File: config.mk
export PLATFORM = sky130hd
export DESIGN_NAME = mem_arbiter
export DESIGN_NICKNAME = d
export VERILOG_FILES = /design/src/rtl/mem_arbiter.sv
export SDC_FILE = /design/constraint.sdc
export NUM_CORES = 1
export LEC_CHECK = 0
export BUFFER_PORTS_ARGS = -buffer_cell sky130_fd_sc_hd__clkbuf_2
export CORE_MARGIN = 10
export CORE_UTILIZATION = 38
export CTS_CLUSTER_SIZE = 12
export DETAILED_ROUTE_END_ITERATION = 6
export MAX_ROUTING_LAYER = met4
export PLACE_DENSITY_LB_ADDON = 0.2
export SLEW_MARGIN = 5
export SYNTH_ARGS = -nofsm -noshare
export SYNTH_HDL_FRONTEND = slang
export SYNTH_SLANG_ARGS = --single-unit
export TNS_END_PERCENT = 100
File: constraint.sdc
create_clock -name clk -period 2.2 [get_ports clk]
set_input_delay 0.22 -clock clk [delete_from_list [all_inputs] [get_ports clk]]
set_output_delay 0.22 -clock clk [all_outputs]
set_load 0.05 [all_outputs]
File: src/rtl/mem_arbiter.sv
// Shares one synchronous memory between the fetch port and the load/store port.
// Define MEM_ARB_ROUND_ROBIN_EN for round-robin arbitration; default is data-over-fetch priority.
module mem_arbiter #(
   parameter int unsigned WAIT_STATES = 0,
   parameter int unsigned ADDR_W      = 32,
   parameter int unsigned DATA_W      = 32
) (
   input  logic                  clk,
   input  logic                  rst_n,
   input  logic                  if_req_i,
   input  logic [ADDR_W-1:0]     if_addr_i,
   output logic                  if_gnt_o,
   output logic                  if_rvalid_o,
   output logic [DATA_W-1:0]     if_rdata_o,
   output logic                  if_stall_o,
   input  logic                  d_req_i,
   input  logic                  d_wen_i,
   input  logic [ADDR_W-1:0]     d_addr_i,
   input  logic [DATA_W-1:0]     d_wdata_i,
   input  logic [DATA_W/8-1:0]   d_wstrb_i,
   output logic                  d_gnt_o,
   output logic                  d_rvalid_o,
   output logic [DATA_W-1:0]     d_rdata_o,
   output logic                  mem_req_o,
   output logic                  mem_wen_o,
   output logic [ADDR_W-1:0]     mem_addr_o,
   output logic [DATA_W-1:0]     mem_wdata_o,
   output logic [DATA_W/8-1:0]   mem_wstrb_o,
   input  logic [DATA_W-1:0]     mem_rdata_i
);

   typedef enum logic {IDLE = 1'b0, BUSY = 1'b1} state_t;
   localparam logic       OWN_D  = 1'b0;
   localparam logic       OWN_IF = 1'b1;
   localparam logic [2:0] CNT_LD = 3'(WAIT_STATES);

   state_t                state_q, state_d;
   logic [2:0]            cnt_q, cnt_d;
   logic                  owner_q, owner_d;
   logic                  wen_q, wen_d;
   logic [ADDR_W-1:0]     addr_q, addr_d;
   logic [DATA_W-1:0]     wdata_q, wdata_d;
   logic [DATA_W/8-1:0]   wstrb_q, wstrb_d;

   logic resp, window, pick_if, grant_if, grant_d, grant;

   assign resp   = (state_q == BUSY) && (cnt_q == 3'd0);
   assign window = (state_q == IDLE) || resp;

`ifdef MEM_ARB_ROUND_ROBIN_EN
   // rr_q high means fetch wins the next contended window.
   logic rr_q, rr_d;
   assign pick_if = rr_q;
   assign rr_d    = rr_q ^ (grant & if_req_i & d_req_i);

   always_ff @(posedge clk) begin
      if (!rst_n) rr_q <= 1'b0;
      else        rr_q <= rr_d;
   end
`else
   assign pick_if = 1'b0;
`endif

   assign grant_if = window && if_req_i && (!d_req_i || pick_if);
   assign grant_d  = window && d_req_i && (!if_req_i || !pick_if);
   assign grant    = grant_if | grant_d;

   // State register
   always_ff @(posedge clk) begin
      if (!rst_n) begin
         state_q <= IDLE;
         cnt_q   <= '0;
         owner_q <= OWN_D;
         wen_q   <= 1'b0;
         addr_q  <= '0;
         wdata_q <= '0;
         wstrb_q <= '0;
      end else begin
         state_q <= state_d;
         cnt_q   <= cnt_d;
         owner_q <= owner_d;
         wen_q   <= wen_d;
         addr_q  <= addr_d;
         wdata_q <= wdata_d;
         wstrb_q <= wstrb_d;
      end
   end

   // Next-state logic
   always_comb begin
      state_d = state_q;
      cnt_d   = cnt_q;
      owner_d = owner_q;
      wen_d   = wen_q;
      addr_d  = addr_q;
      wdata_d = wdata_q;
      wstrb_d = wstrb_q;
      case (state_q)
         IDLE: ;
         BUSY: begin
            if (cnt_q != 3'd0) cnt_d = cnt_q - 3'd1;
            else               state_d = IDLE;
         end
         default: state_d = IDLE;
      endcase
      // A grant in the response cycle overrides the return to IDLE.
      if (grant) begin
         state_d = BUSY;
         cnt_d   = CNT_LD;
         owner_d = grant_if ? OWN_IF : OWN_D;
         wen_d   = grant_d & d_wen_i;
         addr_d  = grant_if ? if_addr_i : d_addr_i;
         wdata_d = grant_if ? '0 : d_wdata_i;
         wstrb_d = grant_if ? '0 : d_wstrb_i;
      end
   end

   // Outputs
   always_comb begin
      if_gnt_o    = grant_if;
      d_gnt_o     = grant_d;
      if_stall_o  = if_req_i & ~grant_if;
      mem_req_o   = (state_q == BUSY);
      mem_wen_o   = wen_q;
      mem_addr_o  = addr_q;
      mem_wdata_o = wdata_q;
      mem_wstrb_o = wstrb_q;
      if_rvalid_o = resp && (owner_q == OWN_IF);
      d_rvalid_o  = resp && (owner_q == OWN_D);
      if_rdata_o  = if_rvalid_o ? mem_rdata_i : '0;
      d_rdata_o   = (d_rvalid_o && !wen_q) ? mem_rdata_i : '0;
   end

endmodule

==> metrics, run 1 <==
sequential element share of the synthesized area=0.474; Netlist cell types=27; synthesized-area fraction occupied by adder cells=0.00800; flop and latch count out of synthesis=74; final hold vios=0; status=completed; Period Utilization, post-route=0.962; # DRC=0; Fmax=472 MHz; Finished Cell Area=0.00511 mm2; main combinational cell family by area after synthesis=simple AND/OR/NAND/NOR gates; Hold Buf Count CTS=0; Worst Path Required=1.98 ns; pin slew with the least headroom to its limit=0.368 ns; final net count=713; final std cells w/o fill=684; Largest stage delay, worst path=0.33 ns; Multi-input gate area=0.00155 mm2; clock tree sinks=74; met3 WL post-DR=807 um; yosys warns=0; Worst Skew=0.0128 ns; met1 wire length=5400 um; Reg clk slew, reported paths=0.09 ns; drt wl/cell=19.8 um; crit end category=output port; Final min period=2.12 ns; Crit Path Class=flip-flop to output port; Max-Cap Viols=0; Synth Area in Compound Gates=0.225; share of post-route cells with drive strength above 1=0.549; DIE AREA=0.0123 mm2; routed vias/inst=5.12; via count=3504; Ports=276; worst hold-check path type=input pin to flip-flop; initial antenna violation count=0; Final ANT Viol Nets=0; final WL=13600 um; CP max FO=8; drt pass-1 iters=4; vias in the first global route=3696; post-placement cell area=0.00459 mm2; Max-slew headroom=0.752; Clock Path Buffers=2; post-detail-place hpwl=10600 um; critical path cell sequence=inv_2, ha_4, ha_4, nand2_2, nor3_4, buf_4, buf_6, and2_1, buf_6; Leakage=2.55 nW; WHS=0.0789 ns; Avg Cell Area, Syn=10.3 um2; post-synthesis cell count=304; routed wl met2=6990 um; final setup fails=0; Netlist Area Pre-Place=0.00313 mm2; Slew Viols, Final=0; mux cell area share after synthesis=0; CTS tree=done; Chip Width=111 um; area growth from synthesis to final layout=63.3%; Inst Count DP=664; initial core utilization=0.386; total core area=0.00809 mm2; largest net degree at the start of global routing=46; Die Y=111 um; Overall Global Routing Usage=0.214; syn_nets=443; clk_lat worst skew=0.35 ns; PD cells=693 mW/mm2; XOR/XNOR share of the synthesized area=0.00280; Initial DRC Count=215; Final Core Density=0.631; global-route wire length before repair=20600 um; Max IR drop VDD=0.355 mV; post-synthesis simple-gate area fraction=0.240; standard-cell rows=33; clock root buffer=clkbuf_8; FF/Latch Area=0.00148 mm2; crit path max-delay cell type=dfxtp_1; RSZ-0062 raised after global routing=true; uppermost layer routed=met4; final worst slack=0.0830 ns; GRT overflow=0; Ant. Diodes=0; total CTS buffers=9; GP Congestion=0.883; Port Buf Inserts=275; CTS H-tree depth=3; Worst EP arrival=1.90 ns; dpl ws=0.276 ns; fillcell total=671; Setup crit start kind=flip-flop
## layout by cell type (no fill, tap or decap), types with 2 or more instances in the layout
master	instances
clkbuf_2	211
clkinvlp_4	2
nor3_4	2
dfxtp_1	74
nor2_2	2
ha_4	2
and2_4	2
and2_1	63
nand3_1	3
a221o_1	32
buf_4	15
buf_6	12
a22o_1	34
nor2_1	4
a211oi_1	2
clkbuf_8	13
o21ai_0	4
nor3b_1	33
inv_2	2
nand2_1	2
a21boi_0	3
inv_6	3
clkbuf_4	44
## kinds of logic (layout without fill, tap and decap cells)
logic type,count (synthesis),after routing
AND/OR/NAND/NOR,116,116
AO/OA/AOI/OAI,79,79
flip-flops,74,74
buffers and inverters,32,307
adder cells (fa/ha/maj),2,2
XOR/XNOR,1,1
## registers in the layout, summed over array words and instances, names as in the netlist
name,cells
owner_q,1
mem_req_o,1
mem_wen_o,1
mem_wstrb_o,4
mem_addr_o,32
cnt_q,3
mem_wdata_o,32
## per-layer routing
layer / GRT usage / vias up
met4: 0.0773 / 0
met2: 0.362 / 185
met1: 0.237 / 1634
met5: - / -
met3: 0.0590 / 24
li1: - / 1661
## critical path, delay by kind of cell, from the launching register on
family	cells	cell delay (ns)
DFF	1	0.33
and+or+nand+nor	3	0.42
buffers and inverters	4	0.51
adders and majority gates	2	0.28
## Yosys cell counts, drive strengths merged
master,number,share of area
a21boi,3,0.0072
ha,2,0.0080
and2,65,0.13
o21a,2,0.0048
clkbuf,11,0.013
nor2b,1,0.0020
nor3,2,0.0048
a22o,34,0.095
xnor2,1,0.0028
nand2b,1,0.0020
a221o,32,0.10
nor2,6,0.0088
nor3b,34,0.082
inv,3,0.0036
buf,18,0.034
o31a,1,0.0028
dfxtp,74,0.47
and3,1,0.0020
a211oi,2,0.0048
nand2,3,0.0036
o21ai,4,0.0064
a21oi,1,0.0016
nand3,3,0.0048
## power by group
part           total (W)  switching (W)  internal [W]
logic           0.000972       0.000658      0.000314
clock network    0.00110       0.000558      0.000543
registers        0.00147      0.0000465       0.00142
## cell type report
| type | count | share of cell area |
|---|---|---|
| Timing Repair Buffer | 288 | 0.338 |
| Multi-Input combinational cell | 198 | 0.304 |
| Sequential cell | 74 | 0.290 |
| Tap cell | 105 | 0.0257 |
| Clock buffer | 9 | 0.0243 |
| Clock inverter | 7 | 0.0162 |
| Inverter | 3 | 0.00221 |
## metrics by stage
stage	total power, W	TNS [ns]
detailed placement	0.00242	0
global placement	0.00240	0
finish	0.00354	0
global route	0.00368	-0.441
CTS	0.00354	0
floorplan	0.00211	0
## path summary, 6_finish.rpt
check	start	endpoint	slack, ns	cells after the start
setup / recovery	cnt_q[0]	d_rdata_o[14]	0.08	9
hold / removal	d_wdata_i[5]	mem_wdata_o[5]	0.08	2
setup reg to reg	cnt_q[0]	mem_addr_o[4]	0.39	7
hold reg to reg	mem_wstrb_o[3]	mem_wstrb_o[3]	0.48	1
## repair_timing
item	4_1_cts	5_1_grt
gates cloned	0	2
setup buffers	0	2
gates resized for setup	71	41
pin swaps	0	2
endpoints found under the setup margin	64	63
(Power assumes the default switching activity.)
==> run 2: changes to the inputs <==
Settings changed: CORE_ASPECT_RATIO from default to 1.4.
==> run 2 against run 1 <==
Net effect: sequential power barely moved; non-clock buffer count rose by 4; power rose by 11%; critical endpoint is now d_rdata_o[24]; combinational power rose by 0.4%; wire length rose by 2.4%.
==> metrics, run 2 (synthesis results as in run 1) <==
status=completed (unchanged); area growth from synthesis to final layout=67.0% (was 63.3%); clock tree sinks=74 (unchanged); post-detail-place hpwl=10800 um (was 10600 um); final hold vios=0 (unchanged); crit end category=output port (unchanged); Max-slew headroom=0.755 (was 0.752); CTS H-tree depth=3 (unchanged); clk_lat worst skew=0.33 ns (was 0.35 ns); worst hold-check path type=input pin to flip-flop (unchanged); Die Y=127 um (was 111 um); Largest stage delay, worst path=0.33 ns (about the same); crit path max-delay cell type=dfxtp_2 (was dfxtp_1); most frequent cells in the layout=clkbuf_2, dfxtp_1, and2_1, clkbuf_4, a22o_1 (unchanged); Ant. Diodes=0 (unchanged); critical path cell sequence=inv_2, ha_4, ha_4, nand2_2, nor3_4, buf_4, and2_1, clkbuf_4 (was inv_2, ha_4, ha_4, nand2_2, nor3_4, buf_4, buf_6, and2_1, buf_6); # DRC=0 (unchanged); Max IR drop VDD=0.509 mV (was 0.355 mV); Worst Hold Depth=2 (unchanged); Slew Viols, Final=0 (unchanged); worst r2r src=cnt_q[0] (unchanged); Final min period=2.16 ns (was 2.12 ns); Hold Buf Count CTS=0 (unchanged); crit-path leading delay family=buffers and inverters (unchanged); final setup fails=0 (unchanged); Period Utilization, post-route=0.980 (was 0.962); total core area=0.00810 mm2 (was 0.00809 mm2); Setup crit start kind=flip-flop (unchanged); Fmax=464 MHz (was 472 MHz); standard-cell rows=39 (was 33); final WL=13900 um (was 13600 um); Max-Cap Viols=0 (unchanged); CTS tree=done (unchanged); DIE AREA=0.0123 mm2 (about the same); PD cells=753 mW/mm2 (was 693 mW/mm2); Crit Path Class=flip-flop to output port (unchanged); final net count=717 (was 713); drt pass-1 iters=5 (was 4); Leakage=2.62 nW (was 2.55 nW); Port Buf Inserts=275 (unchanged); Initial DRC Count=159 (was 215); Final Core Density=0.645 (was 0.631); GRT overflow=0 (unchanged); Worst Path Required=1.98 ns (about the same); initial antenna violation count=0 (unchanged); clock root buffer=clkbuf_16 (was clkbuf_8); initial core utilization=0.386 (about the same); Worst Skew=0.00497 ns (was 0.0128 ns); share of post-route cells with drive strength above 1=0.552 (was 0.549); GP Congestion=0.910 (was 0.883); hold_sp=d_wdata_i[30] (was d_wdata_i[5]); Buf+Inv Stages, Crit Path=3 (was 4); vias in the first global route=3705 (was 3696); Ports=276 (unchanged); Worst EP arrival=1.94 ns (was 1.90 ns); Most common cell on crit path=ha_4; Overall Global Routing Usage=0.211 (was 0.214); total power=0.00393 W (was 0.00354 W); via count=3535 (was 3504); total CTS buffers=9 (unchanged); stages on the worst setup path=8 (was 9); WHS=0.107 ns (was 0.0789 ns); global-route wire length before repair=20400 um (was 20600 um); Clock Path Buffers=2 (unchanged); crit path from=cnt_q[0] (unchanged); Final ANT Viol Nets=0 (unchanged); pin slew with the least headroom to its limit=0.364 ns (was 0.368 ns); routed vias/inst=5.16 (was 5.12); CP max FO=8 (unchanged); commonest non-fill, non-tap cell in the layout=clkbuf_2 (unchanged); Reg2Reg Depth=8 (was 7); largest net degree at the start of global routing=42 (was 46); drt wl/cell=20.3 um (was 19.8 um); Reg clk slew, reported paths=0.06 ns (was 0.09 ns); Chip Width=96.7 um (was 111 um)
[run 2: cell types whose count changed in the layout (fill, tap and decap cells not counted), moves of 2 or more]
cell,previous run,this run
clkbuf_8,13,2
clkbuf_16,0,9
buf_6,12,17
clkbuf_4,44,47
clkbuf_1,0,2
inv_6,3,1
[run 2: worst paths after layout]
kind / end / slack [ns]
setup reg to reg: mem_addr_o[16] / 0.31
setup / recovery: d_rdata_o[24] / 0.04
hold / removal: mem_wdata_o[30] / 0.11
hold reg to reg: mem_wdata_o[26] / 0.47
[run 2: area by class of cell]
cell class,instances,area [um2]
fillers,655,2880
flip-flops and latches,74,1480
multi-input cells,198,1550
clock inverters,3,46.3
well taps,102,128
repair buffers,292,1740
clock buffers,13,260
inverters,3,11.3
[run 2: timing repair]
| item | in CTS | in global routing |
|---|---|---|
| resized for setup | 65 | 51 |
| pin swaps | 0 | 3 |
| endpoints found under the setup margin | 64 | 65 |
| gates cloned | 0 | 3 |
| setup buffers | 0 | 3 |
[run 2: per-layer routing]
layer,wire (um),track usage,vias to the layer above,part of all wire
met5,0,-,-,0
met1,5190,0.218,1640,0.37
li1,-,-,1658,-
met4,351,0.0792,0,0.025
met2,7400,0.378,209,0.53
met3,945,0.0556,28,0.068
[run 2: where the power goes]
group	internal (W)	switching [W]	leakage, nW
clock	0.000945	0.000542	0.146
combinational	0.000319	0.000657	1.86
sequential	0.00142	0.0000482	0.611
[run 2: metrics by stage]
stage / TNS, ns / cell area [um2] / instances / setup WS [ns]
CTS: 0 / 5070 / 679 / 0.0101
detailed placement: 0 / 4600 / 663 / 0.295
floorplan: 0 / 3130 / 304 / 0.200
global placement: 0 / 4600 / 663 / 0.347
global route: -0.0456 / 5220 / 685 / -0.0122
finish: 0 / 5220 / 685 / 0.0435
==> run 3: changes to the inputs <==
Settings changed: ABC_AREA from default to 1, CORE_UTILIZATION 38 to 40.
==> run 3 against run 2 <==
Net effect: non-clock buffer count rose by 2; die area rose by 7.0%; cell count rose by 35%; wire length rose by 5.5%; global-route usage rose by 0.43 points; register-to-register slack got worse by 0.03 ns; critical path type unchanged; critical endpoint is now d_rdata_o[27].
==> metrics, run 3 <==
share of post-route cells with drive strength above 1=0.430 (was 0.552); Slew Viols, Final=0 (unchanged); post-synthesis simple-gate area fraction=0.459 (was 0.240); final setup fails=0 (unchanged); Fmax=475 MHz (was 464 MHz); met2 GRT Util=0.359 (was 0.378); via count=4483 (was 3535); XOR/XNOR share of the synthesized area=0 (was 0.00280); status=completed (unchanged); GR Util met1=0.240 (was 0.218); standard-cell rows=40 (was 39); Overall Global Routing Usage=0.216 (was 0.211); CTS H-tree depth=3 (unchanged); initial antenna violation count=0 (unchanged); post-synthesis cell count=553 (was 304); Synth top cells by count=nand2_1, nand3_1, dfxtp_1 (was dfxtp_1, and2_1, a22o_1, nor3b_1, a221o_1); Port Buf Inserts=275 (unchanged); top post-synthesis cells by area=dfxtp_1, nand3_1, nand2_1, nor2_1, inv_1 (was dfxtp_1, and2_1, a221o_1, a22o_1, nor3b_1); Crit Path Class=flip-flop to output port (unchanged); Initial DRC Count=197 (was 159); Setup crit start kind=flip-flop (unchanged); clock root buffer=clkbuf_16 (unchanged); total CTS buffers=9 (unchanged); Ports=276 (unchanged); Top Usage Layer GRT=met2 (unchanged); Leakage=3.43 nW (was 2.62 nW); crit-path leading delay family=buffers and inverters (unchanged); Avg Cell Area, Syn=6.46 um2 (was 10.3 um2); # DRC=0 (unchanged); PD cells=716 mW/mm2 (was 753 mW/mm2); final WL=14700 um (was 13900 um); Max-Cap Viols=0 (unchanged); setup TNS=0 ns (unchanged); Worst Path Required=1.98 ns (about the same); Netlist cell types=19 (was 27); mux cell area share after synthesis=0 (unchanged); syn_nets=692 (was 443); flop and latch count out of synthesis=74 (unchanged); final hold vios=0 (unchanged); post-placement cell area=0.00539 mm2 (was 0.00460 mm2); clock tree sinks=74 (unchanged); final net count=955 (was 717); WHS=0.106 ns (was 0.107 ns); drt wl/cell=15.8 um (was 20.3 um); area leader, netlist=dfxtp_1 (unchanged); Clock Path Buffers=2 (unchanged); Ant. Diodes=0 (unchanged); final worst slack=0.0934 ns (was 0.0435 ns); routed vias/inst=4.84 (was 5.16); Largest stage delay, worst path=0.31 ns (was 0.33 ns); Synth top area share=0.415 (was 0.474); number of synthesized flops with an enable pin=0 (unchanged); Finished Cell Area=0.00591 mm2 (was 0.00522 mm2); clk_lat worst skew=0.33 ns (about the same); drt pass-1 iters=6 (was 5); dpl ws=0.0925 ns (was 0.295 ns); Buf+Inv Stages, Crit Path=3 (unchanged); Reg clk slew, reported paths=0.06 ns (about the same); Netlist Area Pre-Place=0.00357 mm2 (was 0.00313 mm2); Inst Count DP=901 (was 663); CTS tree=done (unchanged); crit end category=output port (unchanged); most frequent cells in the layout=clkbuf_2, nand2_1, nand3_1, dfxtp_1, inv_1 (was clkbuf_2, dfxtp_1, and2_1, clkbuf_4, a22o_1); global-route wire length before repair=22800 um (was 20400 um); Final ANT Viol Nets=0 (unchanged); vias in the first global route=4485 (was 3705); area growth from synthesis to final layout=65.3% (was 67.0%); final std cells w/o fill=926 (was 685); CP max FO=6 (was 8); Worst Skew=0.00711 ns (was 0.00497 ns); count leader, synth=nand2_1 (was dfxtp_1); DIE AREA=0.0132 mm2 (was 0.0123 mm2); post-detail-place hpwl=11400 um (was 10800 um); main combinational cell family by area after synthesis=simple AND/OR/NAND/NOR gates (unchanged); Worst EP arrival=1.89 ns (was 1.94 ns); Die Y=132 um (was 127 um); synthesized-area fraction occupied by adder cells=0.00700 (was 0.00800); ys flop type=dfxtp_1 (unchanged); GP Congestion=0.896 (was 0.910); Async S/R FF share, synth=0 (unchanged); commonest non-fill, non-tap cell in the layout=clkbuf_2 (unchanged); Final min period=2.11 ns (was 2.16 ns); pin slew with the least headroom to its limit=1.00 ns (was 0.364 ns); GRT overflow=0 (unchanged); Period Utilization, post-route=0.958 (was 0.980); largest net degree at the start of global routing=108 (was 42); initial core utilization=0.413 (was 0.386); critical path cell sequence=inv_1, ha_1, ha_2, nand2_1, nor2_4, nand2_4, buf_4, nor2_2, clkbuf_2 (was inv_2, ha_4, ha_4, nand2_2, nor3_4, buf_4, and2_1, clkbuf_4); Max-slew headroom=0.331 (was 0.755); crit path max-delay cell type=dfxtp_1 (was dfxtp_2); Max IR drop VDD=0.559 mV (was 0.509 mV); total core area=0.00866 mm2 (was 0.00810 mm2); Chip Width=99.9 um (was 96.7 um); GR Util met3=0.0745 (was 0.0556); Hold Buf Count CTS=0 (unchanged); sequential element share of the synthesized area=0.415 (was 0.474); Synth Area in Compound Gates=0.0116 (was 0.225); yosys warns=0 (unchanged); worst hold-check path type=input pin to flip-flop (unchanged)
==> run 3: cell types whose count changed after synthesis, moves of 4 or more <==
cell,delta
inv_1,+40
clkbuf_1,+4
nand3_1,+135
and2_1,-65
nor2_1,+62
nor3b_1,-34
a221o_1,-32
nand2_1,+171
a22o_1,-34
buf_4,+7
==> run 3: final timing paths <==
kind | from | to | slack, ns | cells after the start
hold reg to reg | cnt_q[0] | cnt_q[0] | 0.47 | 2
setup reg to reg | cnt_q[0] | cnt_q[1] | 0.28 | 9
setup / recovery | cnt_q[0] | d_rdata_o[27] | 0.09 | 9
hold / removal | d_wdata_i[11] | mem_wdata_o[11] | 0.11 | 3
==> run 3: per-stage QoR <==
stage	total power, W	util
finish	0.00423	0.682
global route	0.00440	0.682
CTS	0.00423	0.663
detailed placement	0.00257	0.622
global placement	0.00255	0.622
floorplan	0.00222	-
==> run 3: cells by family after synthesis <==
kind of cell | after synthesis
compound gates | 6
fa+ha+maj | 2
simple gates | 385
buf+inv | 86
flops | 74
==> run 3: report_power, final <==
group / switching [W] / total (W) / internal, W
clock network: 0.000545 / 0.00165 / 0.00111
logic: 0.000789 / 0.00111 / 0.000318
registers: 0.0000444 / 0.00147 / 0.00142
==> run 3: cell type report <==
| type | instances | area (um2) |
|---|---|---|
| inverters | 44 | 165 |
| flip-flops and latches | 74 | 1480 |
| repair buffers | 294 | 1920 |
| clock inverters | 5 | 103 |
| clock buffers | 11 | 233 |
| well taps | 105 | 131 |
| multi-input cells | 393 | 1880 |
| fillers | 759 | 2750 |
==> run 3: worst register-to-register path, cell delays in order, from the launching register on <==
cell	delay, ns
dfxtp_1	0.33
inv_1	0.06
ha_1	0.19
ha_2	0.18
inv_2	0.06
nand2_2	0.08
o21ai_4	0.09
buf_6	0.45
nand2_1	0.21
a21oi_1	0.19
==> run 3: repair_timing <==
action                                  4_1_cts  5_1_grt
buffers inserted                              0        7
endpoints found under the setup margin        5       70
pin swaps                                     0        2
gates cloned                                  0        2
resized for setup                             5       50
==> run 3: routing by layer <==
layer  up-vias  wire (um)
li1       2258          -
met1      2052       5680
met3        15       1190
met4         0        201
met2       158       7580
met5         -          0
